$ cat src/rtl/counter_pkg.sv
// counter_pkg: shared direction/mode encodings and default sizes for prog_counter
package counter_pkg;
    localparam logic DIR_UP = 1'b1;
    localparam logic DIR_DN = 1'b0;
    localparam logic MODE_WRAP = 1'b0;
    localparam logic MODE_SAT = 1'b1;
    localparam int DEF_WIDTH = 10;
    localparam int DEF_PRESCALE_W = 8;
endpackage

$ cat src/rtl/prog_prescaler.sv
// prog_prescaler: emits one tick every prescale+1 enabled cycles; frozen while en=0
module prog_prescaler
    import counter_pkg::*;
#(
    parameter int PRESCALE_W = DEF_PRESCALE_W
) (
    input  logic                  clk,
    input  logic                  reset,
    input  logic                  en,
    input  logic                  clr,
    input  logic [PRESCALE_W-1:0] prescale,
    output logic                  tick
);
    localparam logic [PRESCALE_W-1:0] ONE = 1;
    logic [PRESCALE_W-1:0] cnt_d, cnt_q;
    assign tick = en && (cnt_q == prescale);
    always_comb cnt_d = (clr || tick) ? '0 : en ? cnt_q + ONE : cnt_q;
    always_ff @(posedge clk) begin
        if (reset) cnt_q <= '0;
        else cnt_q <= cnt_d;
    end
endmodule

$ cat src/rtl/prog_counter.sv
// prog_counter: prescaled up/down counter bounded to 0..limit with wrap/saturate, tc pulse and sticky ovf
module prog_counter
    import counter_pkg::*;
#(
    parameter int WIDTH      = DEF_WIDTH,
    parameter int PRESCALE_W = DEF_PRESCALE_W
) (
    input  logic                  clk,
    input  logic                  reset,
    input  logic                  en,
    input  logic                  up_dn,
    input  logic                  sat_mode,
    input  logic                  load,
    input  logic [WIDTH-1:0]      load_val,
    input  logic [WIDTH-1:0]      limit,
    input  logic [PRESCALE_W-1:0] prescale,
    input  logic                  clr_ovf,
    output logic [WIDTH-1:0]      count,
    output logic                  tc,
    output logic                  ovf
);
    localparam logic [WIDTH-1:0] ONE = 1;
    logic             tick, bnd;
    logic [WIDTH-1:0] count_d, count_q;
    logic             tc_d, tc_q, ovf_d, ovf_q;
    prog_prescaler #(.PRESCALE_W(PRESCALE_W)) u_prescaler (
        .clk      (clk),
        .reset    (reset),
        .en       (en),
        .clr      (load),
        .prescale (prescale),
        .tick     (tick)
    );
    always_comb begin
        bnd = 1'b0;
        count_d = count_q;
        if (load) begin
            count_d = (load_val > limit) ? limit : load_val;
        end else if (tick && up_dn == DIR_UP) begin
            bnd = count_q >= limit;
            count_d = !bnd ? count_q + ONE : (sat_mode == MODE_SAT) ? limit : '0;
        end else if (tick) begin
            // a count stranded above a lowered limit snaps down to the limit
            bnd = count_q == '0;
            count_d = bnd ? ((sat_mode == MODE_SAT) ? '0 : limit)
                          : (count_q > limit) ? limit : count_q - ONE;
        end
        tc_d = bnd;
        ovf_d = bnd | (ovf_q & ~clr_ovf);
    end
    always_ff @(posedge clk) begin
        if (reset) begin
            count_q <= '0;
            tc_q <= 1'b0;
            ovf_q <= 1'b0;
        end else begin
            count_q <= count_d;
            tc_q <= tc_d;
            ovf_q <= ovf_d;
        end
    end
    assign count = count_q;
    assign tc = tc_q;
    assign ovf = ovf_q;
endmodule

$ cat config.mk
export PLATFORM = sky130hd
export DESIGN_NAME = prog_counter
export DESIGN_NICKNAME = d
export VERILOG_FILES = /design/src/rtl/counter_pkg.sv /design/src/rtl/prog_prescaler.sv /design/src/rtl/prog_counter.sv
export SDC_FILE = /design/constraint.sdc
export NUM_CORES = 1
export LEC_CHECK = 0
export ABC_AREA = 0
export ABC_CLOCK_PERIOD_IN_PS = 2500
export BUFFER_PORTS_ARGS = -buffer_cell sky130_fd_sc_hd__buf_2
export CORE_MARGIN = 2
export CORE_UTILIZATION = 30
export CTS_BUF_LIST = sky130_fd_sc_hd__clkbuf_16
export CTS_CLUSTER_SIZE = 28
export DETAILED_ROUTE_END_ITERATION = 8
export HOLD_SLACK_MARGIN = 0.03
export MAX_ROUTING_LAYER = met4
export PLACE_DENSITY = 0.63
export REMOVE_ABC_BUFFERS = 1
export SYNTH_ARGS = -nofsm -noshare
export SYNTH_HDL_FRONTEND = slang
export SYNTH_SLANG_ARGS = --single-unit
$ cat constraint.sdc
create_clock -name clk -period 2.5 [get_ports clk]
set_clock_uncertainty 0.05 [all_clocks]
set_input_delay 0.125 -clock clk [delete_from_list [all_inputs] [get_ports clk]]
set_output_delay 0.125 -clock clk [all_outputs]
set_load 0.01 [all_outputs]
==> results.py <==
metrics = {
    "status": {
        "outcome": "complete, but fails checks",
        "violations": "setup timing",
    },
    "setup_path": {
        "slowest_stage": "or4_4",
        "critPathKind": "reg -> reg",
        "path_max_fanout": 7,
        "max_stage_delay_ns": 0.49,
        "crit_chain": "inv_2, ha_4, or4b_4, or4_4, or3_1, a31oi_1, o22ai_1, a221oi_2",
        "critPathCaptureType": "flip-flop",
        "critPathRequiredTime_ns": 2.61,
        "crit_arrival_ns": 2.67,
        "start_kind": "flip-flop",
    },
    "synth": {
        "synth_seq_cells": 20,
        "syn-instance-count": 304,
        "ys_seq_area_share_pct": 17.37,
        "synth_cell_type_count": 51,
        "synth.avg_cell_area_um2": 7.581,
        "netlist_area_um2": 2305,
        "synth_top_flop_cell": "dfxtp_1",
        "yosysWarnings": 0,
        "synthArstFlopShare_pct": 0,
        "synth-edff-count": 0,
    },
    "pwr": {
        "cellPowerDensity_nw_per_um2": 456.3,
        "p_leak_uw": 0.001319,
        "vdd_drop_max_uv": 299.9,
    },
    "grt": {
        "first_global_vias": 2386,
        "grt_overflow": 0,
        "grt_pass1_wl_um": 12050,
        "antenna_found_initial": 0,
        "grt_use_total_pct": 18.21,
        "grt_max_degree": 17,
    },
    "timing": {
        "period_needed_ns": 2.560,
        "drv_slew": 0,
        "tightest_slew_ns": 0.7107,
        "fin_crit_sh_pct": 102.4,
        "rsz0062_at_grt": "true",
        "max_freq_ghz": 0.3906,
        "setup_violations": 1,
        "setup_ws_ns": -0.05991,
        "slew_headroom_pct": 52.45,
        "hold_viol": 0,
    },
    "floorplanning": {
        "dieArea_um2": 8400,
        "die_w_um": 91.65,
        "pin_count": 47,
        "die_y_um": 91.65,
        "core_um2": 7331,
        "rows": 31,
        "start_util_pct": 31.44,
    },
    "clock_network": {
        "cts_hold_buf": 0,
        "cts.reportedPaths.clkPinSlew_ns": 0.07,
        "clockBufferDepth": 2,
        "cts_num_sinks": 20,
        "cts_tree": "done",
        "htreeDepth": 1,
        "clock_latency_ns": 0.26,
        "cts_root_buf": "clkbuf_16",
        "numCtsBuffers": 3,
    },
    "place": {
        "dpl.hpwl_um": 6016,
        "pre_cts_ws_ns": -0.02508,
        "dpl_cell_area_um2": 2765,
        "gp_congestion": 0.9664,
        "io_buffers": 46,
    },
    "routing": {
        "via_count": 2513,
        "drc": 0,
        "drt_pass1_iterations": 4,
        "detail-route-antenna-nets": 0,
        "wirelength_um": 7595,
        "via_per_inst": 5.393,
        "routedWlPerCell_um": 16.30,
        "drtIter0Drc": 118,
    },
    "layout": {
        "syn_to_final_growth_pct": 28.12,
        "nNetsFinal": 427,
        "drive_above_1_share_pct": 26.43,
        "antennaDiodeCount": 0,
        "fin_area_um2": 2953,
    },
    "run": {
        "maxCapViolations": 0,
    },
    "worst_hold_path": {
        "hold_class": "in -> reg",
    },
}
[registers in the layout, summed over array words and instances (netlist names)]
signal,cells
count,10
ovf,1
tc,1
u_prescaler.cnt_q,8
[synth_stat cells (2+ instances only)]
cell | number | area share [%]
inv_1 | 21 | 3.4
nand3_1 | 12 | 2.6
and4_1 | 2 | 0.76
o22ai_1 | 4 | 1.1
a311o_1 | 4 | 1.7
clkbuf_1 | 10 | 1.6
xor2_1 | 17 | 6.5
or4_1 | 2 | 0.65
ha_1 | 24 | 13
buf_2 | 2 | 0.43
o32ai_1 | 2 | 0.76
a31oi_1 | 3 | 0.81
o31ai_1 | 3 | 0.98
nand2b_1 | 2 | 0.54
nor2_1 | 29 | 4.7
a221o_1 | 2 | 0.87
or3_1 | 6 | 1.6
xnor2_1 | 12 | 4.6
and3_1 | 6 | 1.6
mux2_2 | 2 | 0.98
o21a_1 | 2 | 0.65
nand4_1 | 9 | 2.4
nor3_1 | 8 | 1.7
and2_1 | 2 | 0.54
o41ai_1 | 3 | 1.1
a221oi_1 | 4 | 1.5
a211oi_1 | 7 | 2.3
o21ai_0 | 8 | 1.7
nor4_1 | 3 | 0.81
dfxtp_1 | 20 | 17
mux2i_1 | 12 | 5.2
nand2_1 | 29 | 4.7
buf_6 | 2 | 0.98
a21oi_1 | 12 | 2.6
o221ai_1 | 2 | 0.76
[final timing paths]
| path | end | startpoint | depth (start not counted) | slack [ns] |
|---|---|---|---|---|
| min | u_prescaler.cnt_q[0] | en | 3 | 0.16 |
| min reg2reg | ovf | ovf | 1 | 0.43 |
| max | count[1] | count[0] | 8 | -0.06 |
| max reg2reg | count[1] | count[0] | 8 | -0.06 |
[cells in the final DEF (no fill, tap or decap), types with 3 or more instances in the layout]
cell,count
buf_2,46
nor2_1,29
buf_4,29
nand2_1,28
ha_1,23
inv_1,19
dfxtp_1,18
xor2_1,17
xnor2_1,12
nand3_1,12
mux2i_1,12
a21oi_1,11
nand4_1,9
nor3_1,8
o21ai_0,7
and3_1,6
or3_1,6
a211oi_1,5
o22ai_1,4
a311o_1,4
a221oi_1,3
o31ai_1,3
o41ai_1,3
a31oi_1,3
clkbuf_16,3
[cell families (layout without fill, tap and decap cells)]
logic type,after synthesis,after routing,share of synthesized area (%)
muxes,14,14,6.189
and+or+nand+nor,114,114,24.27
DFF,20,20,17.37
AOI/OAI and AO/OA,66,66,21.17
buffers and inverters,37,100,6.949
xor gates and xnor gates,29,29,11.02
adders and majority gates,24,24,13.03
[metal layers]
layer | routed length, µm | vias to the layer above | part of all wire (%) | global-route usage, %
met5 | 0 | - | 0 | -
met4 | 212 | 0 | 2.8 | 6.187
met3 | 346 | 15 | 4.6 | 1.726
met2 | 3518 | 86 | 46 | 29.23
met1 | 3518 | 1165 | 46 | 24.03
li1 | - | 1247 | - | -
[critical path: cells and delay by family, from the launching register on]
family                   cells  cell delay (ns)
AO/OA/AOI/OAI                3             0.57
adder cells (fa/ha/maj)      1             0.13
buffers and inverters        1             0.08
flip-flops                   1             0.32
AND/OR/NAND/NOR              3             1.32
[stage by stage]
step | power (µW) | hold slack, ns | std cells | util, % | setup TNS, ns
after floorplan | 662.4 | 0.1412 | 288 | - | -0.08807
after global placement | 865.9 | 0.4023 | 458 | 37.72 | -0.1545
after detailed placement | 867.8 | 0.4128 | 458 | 37.72 | -0.06106
after CTS | 1329 | 0.1589 | 464 | 39.49 | -0.04569
after global routing | 1428 | 0.1851 | 466 | 40.28 | -0.3382
final | 1347 | 0.1591 | 466 | 40.28 | -0.05991
[power by group]
part	switching [µW]	total, µW	internal [µW]
sequential	18.5	355	336
clock	132	450	318
combinational	302	543	241
[area by class of cell]
class	count	area (µm²)
Tap cell	99	123.9
Fill cell	756	4378
Clock inverter	1	30.03
Multi-Input combinational cell	247	1794
Sequential cell	20	402.9
Clock buffer	3	75.07
Inverter	21	78.83
Timing Repair Buffer	75	447.9
[repair_timing]
item | in CTS | in global routing
cloned | 0 | 0
setup buffers | 2 | 2
gates resized for setup | 3 | 12
pin swaps | 0 | 6
setup endpoints to repair | 4 | 10
(Power assumes the default switching activity.)
